$ cat src/rtl/trace_capture_ctrl_if.sv
// ============================================================================
// trace_capture_ctrl_if
// Sample/arm/abort/readout and BRAM port signals for trace_capture_ctrl.
// Revision: 1.0
// ============================================================================
`default_nettype none

interface trace_capture_ctrl_if #(
  parameter int DEPTH = 1024,
  parameter int WIDTH = 64,
  parameter int AW    = $clog2(DEPTH)
);
  logic             enable;
  logic [WIDTH-1:0] data;
  logic             trigger;
  logic             arm__ENA;
  logic [AW-1:0]    arm_postCount;
  logic             arm__RDY;
  logic             abort__ENA;
  logic             abort__RDY;
  logic             bramWrite__ENA;
  logic [AW-1:0]    bramWrite_addr;
  logic [WIDTH-1:0] bramWrite_data;
  logic             bramWrite__RDY;
  logic             readNext__ENA;
  logic             readNext__RDY;
  logic             readNext_last;
  logic             bramRead__ENA;
  logic [AW-1:0]    bramRead_addr;
  logic             bramRead__RDY;
  logic [1:0]       state;
  logic [AW-1:0]    trigAddr;
  logic             trigValid;
  logic [AW:0]      fill;
  logic             overflow;

  // Controller side.
  modport slave (
    input  enable, data, trigger, arm__ENA, arm_postCount, abort__ENA,
           bramWrite__RDY, readNext__ENA, bramRead__RDY,
    output arm__RDY, abort__RDY, bramWrite__ENA, bramWrite_addr, bramWrite_data,
           readNext__RDY, readNext_last, bramRead__ENA, bramRead_addr,
           state, trigAddr, trigValid, fill, overflow
  );

  // Sample source, BRAM and readout side.
  modport master (
    output enable, data, trigger, arm__ENA, arm_postCount, abort__ENA,
           bramWrite__RDY, readNext__ENA, bramRead__RDY,
    input  arm__RDY, abort__RDY, bramWrite__ENA, bramWrite_addr, bramWrite_data,
           readNext__RDY, readNext_last, bramRead__ENA, bramRead_addr,
           state, trigAddr, trigValid, fill, overflow
  );
endinterface

`default_nettype wire

$ cat src/rtl/trace_capture_ctrl.sv
// ============================================================================
// trace_capture_ctrl
// Circular pre-trigger capture, post-trigger count, then oldest-first readout.
// Revision: 1.0
// ============================================================================
`default_nettype none

module trace_capture_ctrl #(
  parameter int DEPTH = 1024,
  parameter int WIDTH = 64
) (
  input  wire logic            CLK,
  input  wire logic            RST,
  trace_capture_ctrl_if.slave  bus
);
  localparam int AW = $clog2(DEPTH);
  localparam logic [AW-1:0] C_ONE_A   = 1;
  localparam logic [AW:0]   C_ONE_F   = 1;
  localparam logic [AW:0]   C_DEPTH_F = DEPTH;

  typedef enum logic [1:0] {
    ST_IDLE  = 2'd0,
    ST_ARMED = 2'd1,
    ST_POST  = 2'd2,
    ST_DONE  = 2'd3
  } state_t;

  state_t        r_state;
  logic [AW-1:0] r_wptr;
  logic [AW-1:0] r_rptr;
  logic [AW-1:0] r_trig_addr;
  logic [AW-1:0] r_post_count;
  logic [AW-1:0] r_remaining;
  logic [AW:0]   r_fill;
  logic [AW:0]   r_rd_left;
  logic          r_trig_valid;
  logic          r_overflow;

  logic          w_active;
  logic          w_wr;
  logic          w_arm;
  logic          w_abort;
  logic          w_trig_hit;
  logic          w_to_done;
  logic          w_rd_rdy;
  logic          w_rd;
  logic [AW-1:0] w_wptr_next;
  logic [AW:0]   w_fill_next;

  assign w_active    = (r_state == ST_ARMED) || (r_state == ST_POST);
  assign w_wr        = w_active && bus.enable && bus.bramWrite__RDY;
  assign w_arm       = bus.arm__ENA && ((r_state == ST_IDLE) || (r_state == ST_DONE));
  assign w_abort     = bus.abort__ENA && w_active;
  assign w_trig_hit  = (r_state == ST_ARMED) && w_wr && bus.trigger;
  assign w_wptr_next = w_wr ? (r_wptr + C_ONE_A) : r_wptr;
  assign w_fill_next = (w_wr && (r_fill != C_DEPTH_F)) ? (r_fill + C_ONE_F) : r_fill;

  // Abort takes priority over a same-cycle trigger; both lead to DONE.
  assign w_to_done = w_abort
                  || (w_trig_hit && (r_post_count == '0))
                  || ((r_state == ST_POST) && w_wr && (r_remaining == C_ONE_A));

  // A pending arm blocks reads so the capture is not consumed while restarting.
  assign w_rd_rdy = (r_state == ST_DONE) && (r_rd_left != '0) && bus.bramRead__RDY
                 && !bus.arm__ENA;
  assign w_rd     = bus.readNext__ENA && w_rd_rdy;

  assign bus.arm__RDY       = (r_state == ST_IDLE) || (r_state == ST_DONE);
  assign bus.abort__RDY     = w_active;
  assign bus.bramWrite__ENA = w_wr;
  assign bus.bramWrite_addr = r_wptr;
  assign bus.bramWrite_data = bus.data;
  assign bus.readNext__RDY  = w_rd_rdy;
  assign bus.readNext_last  = (r_rd_left == C_ONE_F);
  assign bus.bramRead__ENA  = w_rd;
  assign bus.bramRead_addr  = r_rptr;
  assign bus.state          = r_state;
  assign bus.trigAddr       = r_trig_addr;
  assign bus.trigValid      = r_trig_valid;
  assign bus.fill           = r_fill;
  assign bus.overflow       = r_overflow;

  always_ff @(posedge CLK or posedge RST) begin
    if (RST) begin
      r_state      <= ST_IDLE;
      r_wptr       <= '0;
      r_rptr       <= '0;
      r_trig_addr  <= '0;
      r_post_count <= '0;
      r_remaining  <= '0;
      r_fill       <= '0;
      r_rd_left    <= '0;
      r_trig_valid <= 1'b0;
      r_overflow   <= 1'b0;
    end else begin
      r_wptr <= w_wptr_next;
      r_fill <= w_fill_next;
      if (w_active && bus.enable && !bus.bramWrite__RDY) begin
        r_overflow <= 1'b1;
      end

      case (r_state)
        ST_ARMED: begin
          if (w_trig_hit && !w_abort) begin
            r_trig_addr  <= r_wptr;
            r_trig_valid <= 1'b1;
            r_remaining  <= r_post_count;
            if (!w_to_done) begin
              r_state <= ST_POST;
            end
          end
        end
        ST_POST: begin
          if (w_wr) begin
            r_remaining <= r_remaining - C_ONE_A;
          end
        end
        ST_DONE: begin
          if (w_rd) begin
            r_rptr    <= r_rptr + C_ONE_A;
            r_rd_left <= r_rd_left - C_ONE_F;
          end
        end
        default: ;
      endcase

      // Once the buffer has wrapped, the oldest entry sits at the write pointer.
      if (w_to_done) begin
        r_state   <= ST_DONE;
        r_rptr    <= (w_fill_next == C_DEPTH_F) ? w_wptr_next : '0;
        r_rd_left <= w_fill_next;
      end

      if (w_arm) begin
        r_state      <= ST_ARMED;
        r_wptr       <= '0;
        r_fill       <= '0;
        r_rd_left    <= '0;
        r_overflow   <= 1'b0;
        r_trig_valid <= 1'b0;
        r_trig_addr  <= '0;
        r_post_count <= bus.arm_postCount;
      end
    end
  end
endmodule

`default_nettype wire

$ cat src/flat_wrapper.sv
// flat-port wrapper written by rule: the top's interface ports become plain ports
module trace_capture_ctrl_flat 
#(
  parameter int DEPTH = 1024,
  parameter int WIDTH = 64
)
  (CLK, RST, bus_enable, bus_data, bus_trigger, bus_arm__ENA, bus_arm_postCount, bus_abort__ENA, bus_bramWrite__RDY, bus_readNext__ENA, bus_bramRead__RDY, bus_arm__RDY, bus_abort__RDY, bus_bramWrite__ENA, bus_bramWrite_addr, bus_bramWrite_data, bus_readNext__RDY, bus_readNext_last, bus_bramRead__ENA, bus_bramRead_addr, bus_state, bus_trigAddr, bus_trigValid, bus_fill, bus_overflow);
  trace_capture_ctrl_if #(.DEPTH(DEPTH), .WIDTH(WIDTH)) bus_i ();
  input  wire logic CLK;
  input  wire logic RST;
  input wire logic [$bits(bus_i.enable)-1:0] bus_enable;
  input wire logic [$bits(bus_i.data)-1:0] bus_data;
  input wire logic [$bits(bus_i.trigger)-1:0] bus_trigger;
  input wire logic [$bits(bus_i.arm__ENA)-1:0] bus_arm__ENA;
  input wire logic [$bits(bus_i.arm_postCount)-1:0] bus_arm_postCount;
  input wire logic [$bits(bus_i.abort__ENA)-1:0] bus_abort__ENA;
  input wire logic [$bits(bus_i.bramWrite__RDY)-1:0] bus_bramWrite__RDY;
  input wire logic [$bits(bus_i.readNext__ENA)-1:0] bus_readNext__ENA;
  input wire logic [$bits(bus_i.bramRead__RDY)-1:0] bus_bramRead__RDY;
  output wire logic [$bits(bus_i.arm__RDY)-1:0] bus_arm__RDY;
  output wire logic [$bits(bus_i.abort__RDY)-1:0] bus_abort__RDY;
  output wire logic [$bits(bus_i.bramWrite__ENA)-1:0] bus_bramWrite__ENA;
  output wire logic [$bits(bus_i.bramWrite_addr)-1:0] bus_bramWrite_addr;
  output wire logic [$bits(bus_i.bramWrite_data)-1:0] bus_bramWrite_data;
  output wire logic [$bits(bus_i.readNext__RDY)-1:0] bus_readNext__RDY;
  output wire logic [$bits(bus_i.readNext_last)-1:0] bus_readNext_last;
  output wire logic [$bits(bus_i.bramRead__ENA)-1:0] bus_bramRead__ENA;
  output wire logic [$bits(bus_i.bramRead_addr)-1:0] bus_bramRead_addr;
  output wire logic [$bits(bus_i.state)-1:0] bus_state;
  output wire logic [$bits(bus_i.trigAddr)-1:0] bus_trigAddr;
  output wire logic [$bits(bus_i.trigValid)-1:0] bus_trigValid;
  output wire logic [$bits(bus_i.fill)-1:0] bus_fill;
  output wire logic [$bits(bus_i.overflow)-1:0] bus_overflow;
  assign bus_i.enable = bus_enable;
  assign bus_i.data = bus_data;
  assign bus_i.trigger = bus_trigger;
  assign bus_i.arm__ENA = bus_arm__ENA;
  assign bus_i.arm_postCount = bus_arm_postCount;
  assign bus_i.abort__ENA = bus_abort__ENA;
  assign bus_i.bramWrite__RDY = bus_bramWrite__RDY;
  assign bus_i.readNext__ENA = bus_readNext__ENA;
  assign bus_i.bramRead__RDY = bus_bramRead__RDY;
  assign bus_arm__RDY = bus_i.arm__RDY;
  assign bus_abort__RDY = bus_i.abort__RDY;
  assign bus_bramWrite__ENA = bus_i.bramWrite__ENA;
  assign bus_bramWrite_addr = bus_i.bramWrite_addr;
  assign bus_bramWrite_data = bus_i.bramWrite_data;
  assign bus_readNext__RDY = bus_i.readNext__RDY;
  assign bus_readNext_last = bus_i.readNext_last;
  assign bus_bramRead__ENA = bus_i.bramRead__ENA;
  assign bus_bramRead_addr = bus_i.bramRead_addr;
  assign bus_state = bus_i.state;
  assign bus_trigAddr = bus_i.trigAddr;
  assign bus_trigValid = bus_i.trigValid;
  assign bus_fill = bus_i.fill;
  assign bus_overflow = bus_i.overflow;
  trace_capture_ctrl #(.DEPTH(DEPTH), .WIDTH(WIDTH)) u_core (.CLK(CLK), .RST(RST), .bus(bus_i));
endmodule
$ cat config.mk
export PLATFORM = sky130hd
export DESIGN_NAME = trace_capture_ctrl_flat
export DESIGN_NICKNAME = d
export VERILOG_FILES = /design/src/rtl/trace_capture_ctrl_if.sv /design/src/rtl/trace_capture_ctrl.sv /design/src/flat_wrapper.sv
export SDC_FILE = /design/constraint.sdc
export NUM_CORES = 1
export LEC_CHECK = 0
export ABC_CLOCK_PERIOD_IN_PS = 2900
export BUFFER_PORTS_ARGS = -buffer_cell sky130_fd_sc_hd__buf_2
export CAP_MARGIN = 40
export CORE_ASPECT_RATIO = 1.75
export CORE_MARGIN = 3
export CORE_UTILIZATION = 49
export DETAILED_ROUTE_END_ITERATION = 6
export PLACE_DENSITY = 0.85
export SLEW_MARGIN = 25
export SYNTH_ARGS = -nofsm -noshare
export SYNTH_HDL_FRONTEND = slang
export SYNTH_SLANG_ARGS = --single-unit
$ cat constraint.sdc
create_clock -name CLK -period 2.9 [get_ports CLK]
set_input_delay 0.58 -clock CLK [delete_from_list [all_inputs] [get_ports CLK]]
set_output_delay 0.58 -clock CLK [all_outputs]
set_load 0.02 [all_outputs]
# ---- Yosys cells after proc, flatten, opt, wreduce, memory -nomap -nowiden
# Index checks and enable logic that the tools add are counted.
dict set report word_totals {
  out_inout_bits 115
  regBits 76
}
dict set report classes {
  add_sub_neg 5
  eq_ne 9
  n_mux 27
  reduce_logical 41
}
# op count
set ops {}
lappend ops {{$mux W10} 11}
lappend ops {{$mux W11} 6}
lappend ops {{$add A10 B1 Y10 const B} 2}
lappend ops {{$pmux W10 S2} 1}
lappend ops {{$logic_and A1 B1 Y1} 16}
lappend ops {{$reduce_bool A2 Y1} 6}
lappend ops {{$reduce_bool A3 Y1} 4}
lappend ops {{$add A11 B1 Y11 const B} 1}
lappend ops {{$eq A11 B1 Y1 const B} 1}
lappend ops {{$eq A11 B11 Y1 const B} 1}
lappend ops {{$ne A11 B11 Y1 const B} 1}
lappend ops {{$reduce_bool A11 Y1} 1}
lappend ops {{$sub A11 B1 Y11 const B} 1}
lappend ops {{$eq A10 B1 Y1 const B} 1}
lappend ops {{$logic_not A10 Y1} 1}
lappend ops {{$sub A10 B1 Y10 const B} 1}
lappend ops {{$mux W2} 4}
lappend ops {{$reduce_and A2 Y1} 4}
lappend ops {{$mux W1} 5}
lappend ops {{$eq A2 B2 Y1 const B} 2}
lappend ops {{$logic_or A1 B1 Y1} 4}
lappend ops {{$logic_not A1 Y1} 3}
lappend ops {{$reduce_and A3 Y1} 1}
lappend ops {{$eq A2 B1 Y1 const B} 1}
lappend ops {{3 further kinds} 3}

# ---- Depth between registers and ports, before layout
# Gate-level depths: netlist (run 1).
dict set report logic_depth {
  depth_word 11
  depth_mapped 9
  ltp_nobuf 8
}

# ---- Worst setup path after synthesis (run 1)
# Ideal clock, no wire load.
dict set report synth_timing {
  path_kind {register -> register}
  from {register u_core.r_state[0] (netlist: u_core.bus.state[0])}
  to {register u_core.r_rd_left[1]}
  slack_ns 0.207
  period_less_slack_ns 2.693
  t_arrival_ns 2.572
  path_stages_with_launch 9
  cell_sequence {dfrtp_1 > inv_1 > ha_1 > nand3b_4 > clkinv_1 > a41oi_1 > o21ai_1 > clkbuf_1 > a22o_1}
}
dict set report synth_via {
  word_cells_on_any_way 28
  classes_between {eq/ne: 3; mux: 3; reduce/logical: 22}
}
# element line_no
set synth_rtl {}
lappend synth_rtl {{start, declared} trace_capture_ctrl.sv:28} ;# state_t r_state;
lappend synth_rtl {{start signal, assigned} trace_capture_ctrl.sv:85} ;# r_state <= ST_IDLE;
lappend synth_rtl {{start signal, assigned} trace_capture_ctrl.sv:109} ;# r_state <= ST_POST;
lappend synth_rtl {{start signal, assigned} trace_capture_ctrl.sv:129} ;# r_state <= ST_DONE;
lappend synth_rtl {{$eq A2 B2 Y1 / $logic_not A2 Y1 (equally long branches)} --}
lappend synth_rtl {{$logic_or A1 B1 Y1 *} --}
lappend synth_rtl {{net bus_arm__RDY} flat_wrapper.sv:20} ;# output wire logic [$bits(bus_i.arm__RDY)-1:0] bus_arm__RDY;
lappend synth_rtl {{$logic_and A1 B1 Y1 *} trace_capture_ctrl.sv:52} ;# assign w_arm = bus.arm__ENA && ((r_state == ST_IDLE) || (r_state == ST_DONE));
lappend synth_rtl {{$reduce_bool A3 Y1 (no line)} --}
lappend synth_rtl {{$reduce_and A2 Y1 (no line)} --}
lappend synth_rtl {{end signal, assigned} trace_capture_ctrl.sv:121} ;# r_rd_left <= r_rd_left - C_ONE_F;
lappend synth_rtl {{end signal, assigned} trace_capture_ctrl.sv:131} ;# r_rd_left <= w_fill_next;
lappend synth_rtl {{end, declared} trace_capture_ctrl.sv:35} ;# logic [AW:0] r_rd_left;
# The timed path passes the listed nets; every way through them passes the cells marked *.
# A chain may end at the register's enable or synchronous reset.

# ---- Final worst setup path (run 1)
dict set report layout_timing {
  from {register u_core.r_rd_left[7]}
  to {output port bus_bramRead__ENA}
}
dict set report layout_via {
  elab_chain_len 5
}
# element line_no
set layout_rtl {}
lappend layout_rtl {{$reduce_bool A11 Y1} trace_capture_ctrl.sv:64} ;# assign w_rd_rdy = (r_state == ST_DONE) && (r_rd_left != '0) && bus.bramRead__RDY
lappend layout_rtl {{$logic_and A1 B1 Y1 (2 in a row)} trace_capture_ctrl.sv:64}
lappend layout_rtl {{$logic_and A1 B1 Y1} trace_capture_ctrl.sv:65} ;# && !bus.arm__ENA;
lappend layout_rtl {{$logic_and A1 B1 Y1} trace_capture_ctrl.sv:66} ;# assign w_rd = bus.readNext__ENA && w_rd_rdy;
lappend layout_rtl {{end, declared} flat_wrapper.sv:27} ;# output wire logic [$bits(bus_i.bramRead__ENA)-1:0] bus_bramRead__ENA;
# No other way between the ends.

==> metrics.md, run 1 <==
| Metric | Value |
|---|---|
| CTS tree | yes |
| GR Util met3 | 5.34% |
| DP HPWL | 8820 um |
| Cell taking the most area after synthesis | dfrtp_1 |
| IO Port Bufs | 69 |
| Hold Path Class | in -> async |
| Max-cap viol count | 0 |
| RSZ-0062 raised after global routing | no |
| Die area | 0.0108 sq mm |
| Fin. max-slew vios | 0 |
| FF/Latch Area | 0.00190 sq mm |
| Gr ovfl total | 0 |
| Highest clock rate | 378 MHz |
| Post-Synthesis Cells | 517 |
| Clk sinks | 76 |
| Non-Filler Instances | 649 |
| Via density | 5.94 |
| Final Skew | 0.00829 ns |
| Syn_nets | 612 |
| Antenna violations before repair | 0 |
| Share of layout cells above drive strength 1 | 19.3% |
| GRT Overall Usage | 23.4% |
| Ant diodes | 0 |
| Most frequent cells in the layout | nand2_1, dfrtp_1, buf_2 |
| Setup_tns | 0 ns |
| Fill count | 791 |
| Worst setup EP type | output port |
| CP Launch Type | register |
| Multi-input combinational cell area | 0.00214 sq mm |
| Post-route minimum period | 2.65 ns |
| Clk pin slew, worst setup/hold paths | 0.06 ns |
| Synth Warn # | 0 |
| Met1 Use GR | 27.1% |
| Drt wl/cell | 18.7 um |
| Core Area | 0.00915 sq mm |
| Peak supply drop | 0.523 mV |
| Post-synth EDFFs | 0 |
| Setup violations, final | 0 |
| Ys async rst share | 100% |
| Tcrit/Tclk final | 91.2% |
| Critical path class | reg -> out |
| Post-cts sizing count | 0 |
| Largest net degree at the start of global routing | 77 |
| Buffer count from post-CTS setup fixing | 0 |
| CP Max Fanout | 9 |
| I/O pin count | 198 |
| Post-Synthesis Cell Area | 0.00466 sq mm |
| Area grow syn2layout | 6.80% |
| Hold buffer count at CTS | 0 |
| Vias in the first global route | 3847 |
| Pleak | 0.00243 uW |
| Final nets | 619 |
| Synth top area cells | dfrtp_1, buf_4, nand2_1, ha_1, xor2_1 |
| Met2 GRT Util | 37.0% |
| RD Place Congestion | 0.914 |
| Worst Path Arrival | 2.07 ns |
| FP Rows | 46 |
| Slew at the pin with the worst max-slew slack | 0.552 ns |
| GRT busiest layer | met2 |
| Vias | 3853 |
| Relative slew slack | 62.8% |
| CTS H-Tree Depth | 3 |
| Synthesis-stage register bit count | 76 |
| First-pass GRT wire length | 19500 um |
| Area fraction of the dominant cell type after synthesis | 40.8% |
| Drt pass-1 iters | 5 |
| Maximum buffer depth of the clock tree | 2 |
| Post-synthesis sequential area ratio | 40.8% |
| Drt total wl | 12100 um |
| Die H | 135 um |
| WP data required | 2.32 ns |
| Status | complete, no violations |
| Synth Flop Type | dfrtp_1 |
| DRC | 0 |
| CTS Buf Count | 9 |
| Inst Count DP | 632 |
| Root Driver | clkbuf_16 |
| Iteration-0 DRC Markers | 367 |
| Die width | 79.7 um |
| Syn_area_per_cell | 9.01 sq um |
| Final Hold Violating Endpoints | 0 |
| Skew-Pair Late Insertion Delay | 0.34 ns |
| Distinct cells, synth | 58 |
| Pwr Density | 818 mW/mm^2 |
| Antenna-violating nets left | 0 |
| Starting density of the core | 50.9% |
==> path summary, 6_finish.rpt <==
kind	endpoint	slack [ns]	start	depth (start not counted)
min in group CLK	u_core.r_post_count[1]	0.43	bus_arm_postCount[1]	3
max reg2reg	u_core.r_remaining[6]	0.28	u_core.bus.state[0]	8
max in group asynchronous	u_core.r_rd_left[10]	2.24	RST	3
min reg2reg	u_core.bus.trigAddr[9]	0.50	u_core.bus.trigAddr[9]	2
min	u_core.bus.trigAddr[7]	0.32	RST	3
max	bus_bramRead__ENA	0.25	u_core.r_rd_left[7]	4
==> state kept, by name, indices dropped and copies added, names as in the netlist <==
signal                     count
u_core.bus.overflow            1
u_core.r_rd_left              11
u_core.r_remaining            10
u_core.bus.bramWrite_addr     10
u_core.bus.trigAddr           10
u_core.bus.bramRead_addr      10
u_core.r_post_count           10
u_core.bus.trigValid           1
u_core.bus.fill               11
u_core.bus.state               2
==> worst max-delay path, cell delays in order, from the launching register on <==
cell     delay, ns
dfrtp_1       0.43
or4_1         0.67
o31ai_4       0.33
inv_4         0.12
buf_2         0.18
==> power breakdown <==
group / internal [uW] / switching [uW] / total (uW)
clock network: 666 / 450 / 1120
registers: 1260 / 242 / 1510
logic: 522 / 925 / 1450
total: 2450 / 1620 / 4070
==> cell families (layout without fill, tap and decap cells) <==
| group | after synthesis | after routing | synth area share (%) |
|---|---|---|---|
| xor+xnor | 29 | 29 | 5.45 |
| compound gates | 91 | 91 | 14.2 |
| fa+ha+maj | 12 | 12 | 3.22 |
| simple gates | 206 | 206 | 21.9 |
| flops | 76 | 76 | 40.8 |
| buf+inv | 98 | 110 | 13.2 |
| mux | 5 | 5 | 1.21 |
==> Yosys cell counts (all sizes together) (3+ instances only) <==
cell type,number
nor3,11
and4,5
o31ai,12
buf,70
nand3,27
o211ai,3
ha,12
xnor2,13
and3,5
mux2i,3
a21oi,9
o21ai,22
a21o,3
xor2,16
clkbuf,12
and2,5
nand2b,3
nor2b,3
dfrtp,76
a22oi,6
nand4,4
inv,15
or4,4
o21a,4
o31a,6
nor4,15
nand2,76
or3,4
nor2,34
a211oi,6
a22o,5
==> layer usage <==
metal / share of wire [%] / vias up
li1: - / 1780
met1: 37 / 1846
met2: 49 / 165
met3: 8.0 / 62
met4: 5.8 / 0
met5: 0 / -
==> per-stage QoR <==
step,util (%),hold WS [ns],total power (uW),worst slack [ns],area (sq um)
3_3_place_gp,51.1,0.477,2870,0.413,4670
2_1_floorplan,-,0.463,2630,0.207,4660
3_5_place_dp,51.1,0.489,2930,0.251,4670
5_1_grt,54.4,0.351,4320,0.0482,4970
4_1_cts,54.3,0.346,4050,0.223,4970
6_report,54.4,0.321,4070,0.254,4970
==> area by class of cell <==
class,instances,share of cell area [%]
Clock inverter,6,1.31
Multi-Input combinational cell,343,43.0
Clock buffer,10,4.60
Sequential cell,76,38.2
Inverter,16,1.26
Timing Repair Buffer,78,8.55
Tap cell,120,3.02
Note: power is estimated with default switching activity, not from simulation.
==> run 2: changes to the inputs <==
ABC_CLOCK_PERIOD_IN_PS = 2300   (was 2900)
CORE_UTILIZATION = 44   (was 49)
PLACE_DENSITY = 0.81   (was 0.85)
clock period = 2.3 ns   (was 2.9 ns; I/O delays follow)
==> metrics.md, run 2 (synthesis gave the netlist of run 1 again) <==
| Metric | Value |
|---|---|
| Status | finished, violations left |
| Failing checks | negative setup slack |
| Met2 GRT Util | 36.4% |
| Vias in the first global route | 4034 |
| Drt wl/cell | 18.8 um |
| Met1 Use GR | 23.6% |
| GRT Overall Usage | 21.5% |
| DP HPWL | 9220 um |
| Antenna violations before repair | 0 |
| RD Place Congestion | 0.932 |
| Switching power total | 2180 uW |
| Fin worst setup slack | -0.0404 ns |
| Gr ovfl total | 0 |
| FP Rows | 49 |
| Pleak | 0.00257 uW |
| Core Area | 0.0103 sq mm |
| Combinational power share | 39.2% |
| Critical path class | reg -> out |
| Vias | 4022 |
| First-pass GRT wire length | 20400 um |
| Final Hold Violating Endpoints | 0 |
| Max-cap viol count | 0 |
| Die H | 142 um |
| Drt total wl | 12800 um |
| Share of layout cells above drive strength 1 | 26.7% |
| Post-route minimum period | 2.34 ns |
| Pwr Density | 1030 mW/mm^2 |
| Relative slew slack | 63.7% |
| Fill count | 894 |
| Multi-input combinational cell area | 0.00225 sq mm |
| RSZ-0062 raised after global routing | yes |
| IO Port Bufs | 69 |
| Tcrit/Tclk final | 102% |
| GRT busiest layer | met2 |
| FF/Latch Area | 0.00191 sq mm |
| Setup violations, final | 1 |
| Via density | 5.91 |
| I/O pin count | 198 |
| Die area | 0.0119 sq mm |
| Commonest non-fill, non-tap cell in the layout | nand2_1 |
| Flop-to-flop setup slack | 0.09 ns |
| WP data required | 1.84 ns |
| Peak supply drop | 0.454 mV |
| Skew-Pair Late Insertion Delay | 0.34 ns |
| CTS tree | yes |
| Drt pass-1 iters | 5 |
| Highest clock rate | 427 MHz |
| Most frequent cells in the layout | nand2_1, dfrtp_1, buf_2 |
| Slew at the pin with the worst max-slew slack | 0.540 ns |
| Hold buffer count at CTS | 0 |
| Die width | 83.8 um |
| Worst setup EP type | output port |
| Internal Power | 3330 uW |
| Hold Path Class | in -> async |
| Final Power | 5510 uW |
| CTS H-Tree Depth | 3 |
| Starting density of the core | 45.2% |
| Area grow syn2layout | 14.5% |
| DRC | 0 |
| Final nets | 644 |
| Root Driver | clkbuf_16 |
| Sequential share of power | 34.3% |
| Reg2Reg Capture Point | u_core.bus.bramRead_addr[4] |
| Hold_ws | 0.205 ns |
| Fin. max-slew vios | 0 |
| Ant diodes | 0 |
| Antenna-violating nets left | 0 |
| CP Max Fanout | 4 |
| Reg-to-Reg Start | u_core.bus.state[0] |
| Maximum buffer depth of the clock tree | 2 |
| Worst Path Arrival | 1.88 ns |
| Clock share of power | 26.5% |
| Largest net degree at the start of global routing | 77 |
| R2R depth | 8 |
| CTS Buf Count | 9 |
| Clk pin slew, worst setup/hold paths | 0.06 ns |
| Clk sinks | 76 |
| Switch share | 39.6% |
| GR Util met3 | 4.69% |
| CP Launch Type | register |
| Iteration-0 DRC Markers | 335 |
| Final Skew | 0.00836 ns |
## run 2: changes by cell type in the layout (fill, tap and decap cells not counted), sizes merged
cell	previous run	this run
buf	77	103
clkinv	5	1
clkinvlp	1	4
clkbuf	11	10
inv	15	16
## run 2: power groups by stage
stage / clock [uW] / sequential (uW) / combinational (uW)
final: 1460 / 1890 / 2160
after global routing: 1530 / 1930 / 2340
after detailed placement: 0 / 1900 / 1950
after CTS: 1480 / 1880 / 2080
after floorplan: 0 / 1910 / 1440
after global placement: 0 / 1890 / 1890
## run 2: area by class of cell
cell class | count | share of cell area, %
clock buffer | 10 | 4.48
clock inverter | 6 | 1.31
inverter | 16 | 1.27
multi-input combinational | 343 | 42.2
sequential | 76 | 35.7
tap | 127 | 2.98
timing repair buffer | 103 | 12.0
## run 2: what timing repair did
| item | 4_1_cts | 5_1_grt |
|---|---|---|
| hold endpoints to repair | 0 | 0 |
| buffers inserted | 4 | 3 |
| gates resized for setup | 11 | 12 |
| setup endpoints to repair | 13 | 27 |
| pin swaps | 3 | 1 |
## run 2: critical path: stages (launching register included)
cell and delay (ns):
dfrtp_1 0.40, or4_4 0.60, o31ai_4 0.35, inv_4 0.06
buf_6 0.13
## run 2: how the worst max path moves through the flow
stage,start,to,cells past startpoint
2_1_floorplan,u_core.bus.state[0],u_core.bus.bramRead_addr[5],9
3_3_place_gp,u_core.bus.state[0],u_core.bus.bramRead_addr[0],7
3_5_place_dp,u_core.bus.state[0],u_core.bus.bramRead_addr[2],7
4_1_cts,u_core.r_rd_left[2],bus_bramRead__ENA,4
5_1_grt,u_core.r_rd_left[8],bus_bramRead__ENA,4
6_report,u_core.r_rd_left[8],bus_bramRead__ENA,4
## run 2: metrics by stage
| step | utilization [%] | setup TNS (ns) | std cells | cell area (sq um) | setup WS [ns] |
|---|---|---|---|---|---|
| final | 51.8 | -0.0404 | 681 | 5330 | -0.0404 |
| after global routing | 51.8 | -0.110 | 681 | 5330 | -0.0630 |
| after CTS | 51.2 | -0.0385 | 678 | 5270 | -0.0385 |
| after detailed placement | 47.4 | -0.746 | 658 | 4880 | -0.102 |
| after global placement | 47.4 | -0.0124 | 658 | 4880 | -0.00673 |
| after floorplan | - | 0 | 517 | 4710 | 0.0245 |
## run 2: per-layer routing
metal	part of all wire [%]	wire length (um)	up-vias
met5	0	0	-
met2	51	6520	166
met4	5.9	752	0
met3	5.6	711	70
met1	38	4810	1965
li1	-	-	1821
